$ cat config.mk
export PLATFORM = sky130hd
export DESIGN_NAME = alu_add_logic_unit
export DESIGN_NICKNAME = d
export VERILOG_FILES = /design/src/rtl/alu_add_logic_pkg.sv /design/src/rtl/alu_add_logic_unit_add_flags_core.sv /design/src/rtl/alu_add_logic_unit.sv
export SDC_FILE = /design/constraint.sdc
export NUM_CORES = 1
export LEC_CHECK = 0
export BUFFER_PORTS_ARGS = -buffer_cell sky130_fd_sc_hd__buf_4
export CAP_MARGIN = 20
export CORE_MARGIN = 2
export CORE_UTILIZATION = 34
export CTS_BUF_LIST = sky130_fd_sc_hd__clkbuf_8 sky130_fd_sc_hd__clkbuf_16
export CTS_CLUSTER_SIZE = 24
export DETAILED_ROUTE_END_ITERATION = 10
export PLACE_DENSITY = 0.55
export SETUP_SLACK_MARGIN = 0.5
export SKIP_LAST_GASP = 1
export SYNTH_ARGS = -nofsm -noshare
export SYNTH_HDL_FRONTEND = slang
export SYNTH_HIERARCHICAL = 1
export SYNTH_SLANG_ARGS = --single-unit
$ cat constraint.sdc
create_clock -name clk -period 2.1 [get_ports clk]
set_clock_uncertainty 0.05 [all_clocks]
set_input_delay 0.315 -clock clk [delete_from_list [all_inputs] [get_ports clk]]
set_output_delay 0.315 -clock clk [all_outputs]
set_load 0.02 [all_outputs]
$ cat src/rtl/alu_add_logic_pkg.sv
// Shared opcode encodings and status-flag bit positions for the add/logic execute slice.
package alu_add_logic_pkg;

   localparam logic [5:0] OP_ADD = 6'b000110;
   localparam logic [5:0] OP_AND = 6'b001011;
   localparam logic [5:0] OP_XOR = 6'b001110;

   localparam int unsigned FLAG_N = 3;
   localparam int unsigned FLAG_Z = 2;
   localparam int unsigned FLAG_C = 1;
   localparam int unsigned FLAG_V = 0;

endpackage

$ cat src/rtl/alu_add_logic_unit_add_flags_core.sv
// Combinational WIDTH-bit adder producing the sum and its {N,Z,C,V} flags.
module add_flags_core
   import alu_add_logic_pkg::*;
#(
   parameter int unsigned WIDTH = 32
) (
   input  logic [WIDTH-1:0] a_i,
   input  logic [WIDTH-1:0] b_i,
   output logic [WIDTH-1:0] sum_o,
   output logic [3:0]       flags_o
);

   logic [WIDTH:0] sum_ext;

   always_comb begin
      sum_ext = {1'b0, a_i} + {1'b0, b_i};
      sum_o   = sum_ext[WIDTH-1:0];
      flags_o = '0;
      flags_o[FLAG_N] = sum_ext[WIDTH-1];
      flags_o[FLAG_Z] = (sum_ext[WIDTH-1:0] == '0);
      flags_o[FLAG_C] = sum_ext[WIDTH];
      // Overflow: like-signed operands producing a result of the other sign.
      flags_o[FLAG_V] = (a_i[WIDTH-1] == b_i[WIDTH-1]) && (sum_ext[WIDTH-1] != a_i[WIDTH-1]);
   end

endmodule

$ cat src/rtl/alu_add_logic_unit.sv
// Registered ADD/AND/XOR execute slice with a 4-bit {N,Z,C,V} status register.
// Define ALU_LOGIC_FLAGS_EN to let AND/XOR with s=1 update the status register.
module alu_add_logic_unit
   import alu_add_logic_pkg::*;
#(
   parameter int unsigned WIDTH = 32
) (
   input  logic             clk,
   input  logic             rst,
   input  logic             in_valid,
   input  logic [5:0]       opcode,
   input  logic [WIDTH-1:0] a,
   input  logic [WIDTH-1:0] b,
   input  logic             s,
   output logic [WIDTH-1:0] result,
   output logic [3:0]       cpsr,
   output logic             out_valid,
   output logic             op_err
);

   logic [WIDTH-1:0] sum;
   logic [3:0]       add_flags;
   logic [WIDTH-1:0] result_d, result_q;
   logic [3:0]       cpsr_d, cpsr_q;
   logic             out_valid_d, out_valid_q;
   logic             op_err_d, op_err_q;

   add_flags_core #(.WIDTH(WIDTH)) u_add_flags_core (
      .a_i    (a),
      .b_i    (b),
      .sum_o  (sum),
      .flags_o(add_flags)
   );

   always_comb begin
      result_d    = result_q;
      cpsr_d      = cpsr_q;
      op_err_d    = op_err_q;
      out_valid_d = 1'b0;
      if (in_valid) begin
         out_valid_d = 1'b1;
         op_err_d    = 1'b0;
         unique case (opcode)
            OP_ADD: begin
               result_d = sum;
               if (s) cpsr_d = add_flags;
            end
            OP_AND: result_d = a & b;
            OP_XOR: result_d = a ^ b;
            default: begin
               result_d = '0;
               op_err_d = 1'b1;
            end
         endcase
`ifdef ALU_LOGIC_FLAGS_EN
         if (s && (opcode == OP_AND || opcode == OP_XOR)) begin
            cpsr_d         = '0;
            cpsr_d[FLAG_N] = result_d[WIDTH-1];
            cpsr_d[FLAG_Z] = (result_d == '0);
         end
`endif
      end
   end

   always_ff @(posedge clk or posedge rst) begin
      if (rst) begin
         result_q    <= '0;
         cpsr_q      <= '0;
         out_valid_q <= 1'b0;
         op_err_q    <= 1'b0;
      end else begin
         result_q    <= result_d;
         cpsr_q      <= cpsr_d;
         out_valid_q <= out_valid_d;
         op_err_q    <= op_err_d;
      end
   end

   assign result    = result_q;
   assign cpsr      = cpsr_q;
   assign out_valid = out_valid_q;
   assign op_err    = op_err_q;

endmodule

==> results.cfg, run 1 <==
[status]
status = finished with violations
violations = negative setup slack

[clock_network]
root_buffer = clkbuf_16
cts_sinks = 38
cts_tree = yes
clk_path_buf_depth = 2
clk_transition_reported_paths_ns = 0.06
h-tree-depth = 2
cts_buffers = 5
cts_hold_buf = 0
clkLatencyLatePin_ns = 0.29

[place]
place_congestion = 0.901
port_buffers = 111
place_hpwl_um = 12600

[finish]
layout_common_cells = 271 x buf_4, 53 x ha_1, 40 x inv_1
nets = 918
final_common_cell = buf_4
fin_util_pct = 61.5
drive_gt1_share_pct = 58.1
area_growth_syn_to_layout_pct = 75.0
antennaDiodeCount = 0
multi_input_area_um2 = 3900
area.sequential_um2 = 951
fill_cells = 1145

[power]
switchingPower_w = 0.00121
p_sw_share_pct = 34.4
seqPwrFrac_pct = 21.2
p_leak_nw = 3.68
p_int_w = 0.00231
pwr-share-clk_pct = 22.6
power.density_nw_per_um2 = 451
p_comb_share_pct = 56.2
vdd_drop_max_v = 0.000447

[global_route]
grt_pass1_wl_um = 26200
grt_overflow = 0
grt_usage_pct = 23.1
grt_start_max_net_pins = 39
grt_antenna_before_repair = 0
grt_pass1_vias = 5336

[critical_path]
crit_path_end_kind = flip-flop
start_kind = input port
critPathBufInv = 1
critPathRequiredTime_ns = 2.28
slowest_stage = or4_1
cp_cell_sequence = buf_8 > ha_4 > fa_2 > a211oi_4 > o21ai_1 > xor2_1 > or4_1 > or3_1 > or4_4 > nor4b_2 > or4b_4 > nor4b_4 > mux2_2
cp_max_fo = 2
cp_top_family = simple AND/OR/NAND/NOR gates
critical_path_arrival_ns = 4.02
crit_type = in -> reg
cpPeakStageDelay_ns = 0.54

[sta]
setup_violations = 30
grt_setup_unrepaired = true
timing.hold.ws_ns = 0.113
finalHoldViolCount = 0
final.min_clock_period_ns = 3.84
drv_slew = 0
min_period_over_period_pct = 183
fmax_mhz = 260
relSlewSlack_pct = 55.5
fin_ws_ns = -1.74
worst-slew-pin-transition_ns = 0.661
setup_tns_ns = -22.97

[floorplan]
rows = 41
ios = 112
core_area_um2 = 12700
dieArea_um2 = 14100
die_h_um = 119
initial_core_util_pct = 35.2
chipWidth_um = 119

[drt]
wl_met1_um = 7340
ant_nets = 0
routed.top_layer = met4
viasPerCell = 5.35
wl_per_cell_um = 17.6
wirelength_um = 16800
drc = 0
via_count = 5092
route.met3.wl_um = 661
firstDrtPassIters = 5
drt-initial-drc-count = 210
met2_length_um = 8440

[synthesis]
synth_top_family_by_area = compound AO/OA/AOI/OAI gates
synth.area.top_cells = dfrtp_1 21%, ha_1 18%, mux2_2 9.1%, o22ai_1 4.5%, a32oi_1 4.1%
netlist_instances = 494
synth_area_per_cell_um2 = 9.05
synthMuxAreaShare_pct = 9.06
synth_compound_area_share_pct = 25.1
synthAdderAreaFrac_pct = 18.3
yosys.area_share.simple_pct = 13.8
async_reset_ff_share_pct = 100
syn-num-nets = 633
synth_seq_cells = 38
synth_xor_area_share_pct = 5.29
synth_flop_cell = dfrtp_1
synth-edff-count = 0
ys_seq_area_share_pct = 21.3
ys_warn_count = 6
synth_top_area_share_pct = 21.3
syn_area_um2 = 4470
synth.distinct_cells = 62
synth_area_leader_cell = dfrtp_1

[run]
cap_violations = 0

[hold_path]
hold_path.class = in -> async
power groups by stage:
stage / clock network [W] / logic (W) / registers, W
after global placement: 0 / 0.00155 / 0.000761
after floorplan: 0 / 0.000804 / 0.000775
after detailed placement: 0 / 0.00157 / 0.000762
final: 0.000795 / 0.00198 / 0.000748
after global routing: 0.000825 / 0.00212 / 0.000749
after CTS: 0.000809 / 0.00183 / 0.000749
cell families (layout without fill, tap and decap cells):
family,Yosys count,after routing
buffers and inverters,70,356
AO/OA/AOI/OAI,155,155
flip-flops,38,38
XOR/XNOR,27,27
multiplexers,36,36
adder cells (fa/ha/maj),65,65
AND/OR/NAND/NOR,103,103
worst paths after layout:
kind,startpoint,end,slack (ns),depth (start not counted)
max in group asynchronous,rst,result[28],1.51,3
max reg2reg,cpsr[2],cpsr[2],1.28,1
max,a[0],cpsr[2],-1.74,13
min in group clk,in_valid,result[20],0.40,2
min,rst,result[8],0.11,3
min reg2reg,op_err,op_err,0.45,1
sequential cells by signal, indices dropped and copies added (netlist names):
register / cells
out_valid: 1
cpsr: 4
result: 32
op_err: 1
metal layers:
layer	GRT usage (%)	vias to the layer above
met5	0	-
met4	6.99	0
met3	3.28	21
met2	41.1	119
met1	28.7	2483
li1	-	2469
synth_stat cells, types with 3 or more instances:
library cell   n
ha_1          64
inv_1         39
dfrtp_1       38
mux2_2        36
o22ai_1       32
a21oi_1       25
nor2_1        24
a32oi_1       21
nand2_1       21
clkbuf_1      16
xnor2_1       14
a22oi_1       13
xor2_1        13
nor4bb_1      11
o21ai_0       11
a21o_1        10
buf_2          9
nand3_1        7
o21a_1         7
buf_6          5
nor3_1         5
or4_1          5
a211oi_1       4
and2_1         4
nand4_1        4
nor2b_1        4
o31ai_1        4
a31oi_1        3
and3_1         3
nor3b_1        3
o31a_1         3
per-stage QoR:
stage,total power [W],worst slack [ns],cells,instance area [µm²]
2_1_floorplan,0.00158,-1.56,494,4640
3_3_place_gp,0.00232,-1.90,909,6710
3_5_place_dp,0.00233,-2.01,909,6710
4_1_cts,0.00339,-1.70,936,7520
5_1_grt,0.00370,-1.88,952,7830
6_report,0.00353,-1.74,952,7830
layout make-up:
| class | instances | share of cell area [%] |
|---|---|---|
| clock buffers | 6 | 1.77 |
| flip-flops and latches | 38 | 12.1 |
| well taps | 172 | 2.75 |
| multi-input cells | 386 | 49.8 |
| repair buffers | 309 | 31.5 |
| inverters | 39 | 1.87 |
| clock inverters | 2 | 0.112 |
repair_timing:
action / CTS / global route
setup endpoints to repair: 33 / 34
setup buffers: 19 / 16
pin swaps: 43 / 41
gates resized for setup: 94 / 36
cloned: 0 / 0
No activity file was read; power rests on OpenSTA's default activity.
==> run 2: changes to the inputs <==
--- a/config.mk
+++ b/config.mk
@@ -5,14 +5,14 @@
 export SDC_FILE = /design/constraint.sdc
 export NUM_CORES = 1
 export LEC_CHECK = 0
-export BUFFER_PORTS_ARGS = -buffer_cell sky130_fd_sc_hd__buf_4
 export CAP_MARGIN = 20
 export CORE_MARGIN = 2
 export CORE_UTILIZATION = 34
 export CTS_BUF_LIST = sky130_fd_sc_hd__clkbuf_8 sky130_fd_sc_hd__clkbuf_16
 export CTS_CLUSTER_SIZE = 24
 export DETAILED_ROUTE_END_ITERATION = 10
-export PLACE_DENSITY = 0.55
+export DONT_BUFFER_PORTS = 1
+export PLACE_DENSITY = 0.48
 export SETUP_SLACK_MARGIN = 0.5
 export SKIP_LAST_GASP = 1
 export SYNTH_ARGS = -nofsm -noshare
==> results.cfg, run 2 (synthesized netlist as in run 1, its figures left out) <==
[sta]
fin_ws_ns = -1.51
worst-slew-pin-transition_ns = 0.686
fmax_mhz = 277
min_period_over_period_pct = 172
grt_setup_unrepaired = true
setup_violations = 29
timing.hold.ws_ns = 0.0733
relSlewSlack_pct = 53.8
final.min_clock_period_ns = 3.61
drv_slew = 0
finalHoldViolCount = 0

[drt]
ant_nets = 0
via_count = 4474
drt-initial-drc-count = 173
firstDrtPassIters = 4
wl_per_cell_um = 20.0
viasPerCell = 5.59
drc = 0
wirelength_um = 16000

[global_route]
grt_overflow = 0
grt_usage_pct = 22.5
grt_start_max_net_pins = 37
grt_pass1_vias = 4792
grt_pass1_wl_um = 25200
grt_antenna_before_repair = 0

[finish]
drive_gt1_share_pct = 47.8
fill_cells = 1200
antennaDiodeCount = 0
largest_reg_flops = 32
area.sequential_um2 = 951
area_growth_syn_to_layout_pct = 50.3
final_common_cell = buf_4
multi_input_area_um2 = 3940
layout_common_cells = 123 x buf_4, 48 x ha_1, 39 x inv_1
nets = 768

[place]
dp_slack_ns = -1.84
port_buffers = 0
place_congestion = 0.892
place_hpwl_um = 11800

[critical_path]
reg2reg_slack_ns = 1.15
crit_start = a[0]
crit_end = cpsr[2]
cp_common_cell = buf_6
cp.depth = 16
slowest_stage = or4b_4
cpPeakStageDelay_ns = 0.56
critPathRequiredTime_ns = 2.29
reg2reg_depth = 1
cp_max_fo = 4
cp_top_family = compound AO/OA/AOI/OAI gates
start_kind = input port
crit_path_end_kind = flip-flop
timing.rr.end = cpsr[2]
critPathBufInv = 4
cp_cell_sequence = ha_4 > fa_2 > a211oi_4 > o211ai_4 > buf_4 > buf_6 > buf_6 > a31o_4 > buf_6 > o21ai_4 > a211oi_1 > o21a_1 > o31a_1 > or4b_4 > nor4b_4 > mux2_4
crit_type = in -> reg
critical_path_arrival_ns = 3.79
regToRegStartpoint = cpsr[2]

[floorplan]
rows = 41
dieArea_um2 = 14100
core_area_um2 = 12700
initial_core_util_pct = 35.2
ios = 112
die_h_um = 119
chipWidth_um = 119

[power]
total_power_w = 0.00329
p_leak_nw = 2.90
power.density_nw_per_um2 = 489
vdd_drop_max_v = 0.000269

[clock_network]
cts_buffers = 5
clk_path_buf_depth = 2
h-tree-depth = 2
root_buffer = clkbuf_16
cts_tree = yes
clk_transition_reported_paths_ns = 0.06
clkLatencyLatePin_ns = 0.30
cts_sinks = 38

[run]
cap_violations = 0

[status]
violations = negative setup slack
status = finished with violations

[hold_path]
hold_path.class = in -> reg
-- run 2: layer usage --
layer / track usage, % / part of all wire [%]
met1: 27.3 / 42
met2: 39.5 / 51
met3: 4.78 / 5.6
met4: 6.92 / 1.4
met5: 0 / 0
-- run 2: where the power goes --
part | switching [W] | leakage (nW) | internal, W
Sequential | 0.0000208 | 0.522 | 0.000743
Combinational | 0.000745 | 2.31 | 0.000993
Clock | 0.000328 | 0.0688 | 0.000460
-- run 2: timing repair --
action | in CTS | in global routing
setup buffers | 19 | 12
pin swaps | 45 | 38
resized for setup | 77 | 47
setup endpoints to repair | 32 | 33
hold buffers | 2 | 0
hold endpoints to repair | 12 | 0
-- run 2: final cells by class --
| type | instances | share of cell area (%) |
|---|---|---|
| timing repair buffer | 159 | 19.9 |
| tap | 172 | 3.20 |
| inverter | 39 | 2.18 |
| clock buffer | 6 | 2.07 |
| multi-input combinational | 386 | 58.6 |
| sequential | 38 | 14.1 |
-- run 2: through the flow --
stage	instances	TNS, ns	utilization [%]	instance area [µm²]
2_1_floorplan	494	-9.93	-	4640
3_3_place_gp	761	-23.32	44.1	5610
3_5_place_dp	761	-23.53	44.1	5610
4_1_cts	788	-15.51	50.1	6380
5_1_grt	800	-22.82	52.8	6720
6_report	800	-19.56	52.8	6720
-- run 2: how the worst min path moves through the flow --
stage	to	startpoint	depth (start not counted)	slack, ns
3_3_place_gp	result[2]	rst	1	0.23
3_5_place_dp	result[2]	rst	1	0.24
2_1_floorplan	out_valid	in_valid	0	0.30
4_1_cts	result[5]	in_valid	1	0.06
5_1_grt	result[12]	in_valid	1	0.07
6_report	result[12]	in_valid	1	0.07
==> run 3: changes to the inputs <==
--- a/config.mk
+++ b/config.mk
@@ -6,13 +6,15 @@
 export NUM_CORES = 1
 export LEC_CHECK = 0
 export CAP_MARGIN = 20
+export CELL_PAD_IN_SITES_DETAIL_PLACEMENT = 1
+export CELL_PAD_IN_SITES_GLOBAL_PLACEMENT = 1
 export CORE_MARGIN = 2
 export CORE_UTILIZATION = 34
 export CTS_BUF_LIST = sky130_fd_sc_hd__clkbuf_8 sky130_fd_sc_hd__clkbuf_16
 export CTS_CLUSTER_SIZE = 24
 export DETAILED_ROUTE_END_ITERATION = 10
 export DONT_BUFFER_PORTS = 1
-export PLACE_DENSITY = 0.48
+export PLACE_DENSITY = 0.6
 export SETUP_SLACK_MARGIN = 0.5
 export SKIP_LAST_GASP = 1
 export SYNTH_ARGS = -nofsm -noshare
==> constraint.sdc (replaced) <==
create_clock -name clk -period 2.1 [get_ports clk]
set_clock_uncertainty 0.05 [all_clocks]
set_input_delay 0.315 -clock clk [delete_from_list [all_inputs] [get_ports clk]]
set_output_delay 0.315 -clock clk [all_outputs]
set_load 0.05 [all_outputs]
==> results.cfg, run 3 (synthesized netlist as in run 1, its figures left out) <==
[status]
violations = negative setup slack
status = finished with violations

[finish]
drive_gt1_share_pct = 46.3
area_growth_syn_to_layout_pct = 46.9
antennaDiodeCount = 0
nets = 765
largest_reg_flops = 32
final_common_cell = buf_4
layout_common_cells = 130 x buf_4, 55 x ha_1, 39 x inv_1

[drt]
drc = 0
drt-initial-drc-count = 212
ant_nets = 0
firstDrtPassIters = 4
wirelength_um = 17600
wl_per_cell_um = 22.0
via_count = 4553
viasPerCell = 5.70

[hold_path]
hold_path.class = in -> reg

[critical_path]
crit_type = in -> reg
cpPeakStageDelay_ns = 0.57
cp_cell_sequence = ha_4 > fa_2 > a211oi_4 > buf_4 > o211ai_4 > a311oi_2 > a21oi_2 > xor2_1 > or4_1 > or4_1 > or4b_4 > nor4b_4 > mux2_2
cp_common_cell = or4_1
critPathRequiredTime_ns = 2.29
slowest_stage = or4_1
critical_path_arrival_ns = 3.93
crit_path_end_kind = flip-flop
cp_max_fo = 4
start_kind = input port

[floorplan]
chipWidth_um = 119
initial_core_util_pct = 35.2
ios = 112
dieArea_um2 = 14100
die_h_um = 119
rows = 41
core_area_um2 = 12700

[clock_network]
h-tree-depth = 2
cts_tree = yes
root_buffer = clkbuf_16
clkLatencyLatePin_ns = 0.29
clk_transition_reported_paths_ns = 0.07
clk_path_buf_depth = 2
cts_buffers = 5
cts_sinks = 38

[power]
power.density_nw_per_um2 = 505
vdd_drop_max_v = 0.000373
total_power_w = 0.00332
p_leak_nw = 2.87

[sta]
fmax_mhz = 267
grt_setup_unrepaired = true
setup_violations = 29
relSlewSlack_pct = 48.1
setup_tns_ns = -20.23
finalHoldViolCount = 0
final.min_clock_period_ns = 3.74
min_period_over_period_pct = 178
fin_ws_ns = -1.64
worst-slew-pin-transition_ns = 0.778
drv_slew = 0

[place]
place_congestion = 0.897
port_buffers = 0
dp_slack_ns = -1.90
place_hpwl_um = 13000

[run]
cap_violations = 0

[global_route]
grt_usage_pct = 24.0
grt_start_max_net_pins = 37
grt_pass1_wl_um = 27200
grt_antenna_before_repair = 0
grt_pass1_vias = 5151
grt_overflow = 0
[run 3: path summary, 6_finish.rpt]
kind | startpoint | endpoint | slack [ns] | cells past startpoint
worst max register to register | result[0] | result[0] | 1.00 | 2
worst min register to register | result[28] | result[28] | 0.74 | 2
worst min-delay path | in_valid | result[30] | 0.08 | 1
worst max-delay path | a[0] | cpsr[2] | -1.64 | 13
min in group asynchronous | rst | result[3] | 0.45 | 2
max in group asynchronous | rst | result[14] | 1.01 | 3
[run 3: cell type report]
class / count / area, µm²
clock buffer: 6 / 139
sequential: 38 / 951
fill: 1427 / 6150
clock inverter: 2 / 12.5
inverter: 39 / 146
multi-input combinational: 386 / 3830
timing repair buffer: 156 / 1270
tap: 172 / 215
[run 3: report_power, final]
part,total [W],switching (W),leakage (nW),internal [W]
Sequential,0.000789,0.0000468,0.522,0.000742
Combinational,0.00172,0.000774,2.27,0.000944
Clock,0.000816,0.000344,0.0729,0.000472
[run 3: through the flow]
stage | hold slack (ns) | instance area, µm² | utilization (%) | instances
2_1_floorplan | 0.296 | 4640 | - | 494
3_3_place_gp | 0.206 | 5610 | 44.1 | 761
4_1_cts | 0.0637 | 6120 | 48.1 | 786
5_1_grt | 0.0628 | 6570 | 51.7 | 799
6_report | 0.0763 | 6570 | 51.7 | 799
3_5_place_dp | 0.208 | 5610 | 44.1 | 761
[run 3: repair_timing]
item / in CTS / in global routing
endpoints found under the hold margin: 11 / 0
buffers inserted: 15 / 13
hold buffers: 2 / 0
pin swaps: 21 / 40
resized for setup: 40 / 65
setup endpoints to repair: 32 / 32
[run 3: layer usage]
layer	global-route usage, %	up-vias	routed length (µm)
met1	28.0	2281	7290
met4	5.36	0	205
li1	-	2143	-
met2	44.2	114	9180
met5	0	-	0
met3	5.45	15	892
[run 3: critical path: cells and delay by family]
kind | cells | cell delay [ns]
XOR/XNOR | 1 | 0.18
buffers and inverters | 1 | 0.17
AND/OR/NAND/NOR | 4 | 1.79
multiplexers | 1 | 0.18
AO/OA/AOI/OAI | 4 | 0.77
adder cells (fa/ha/maj) | 2 | 0.51
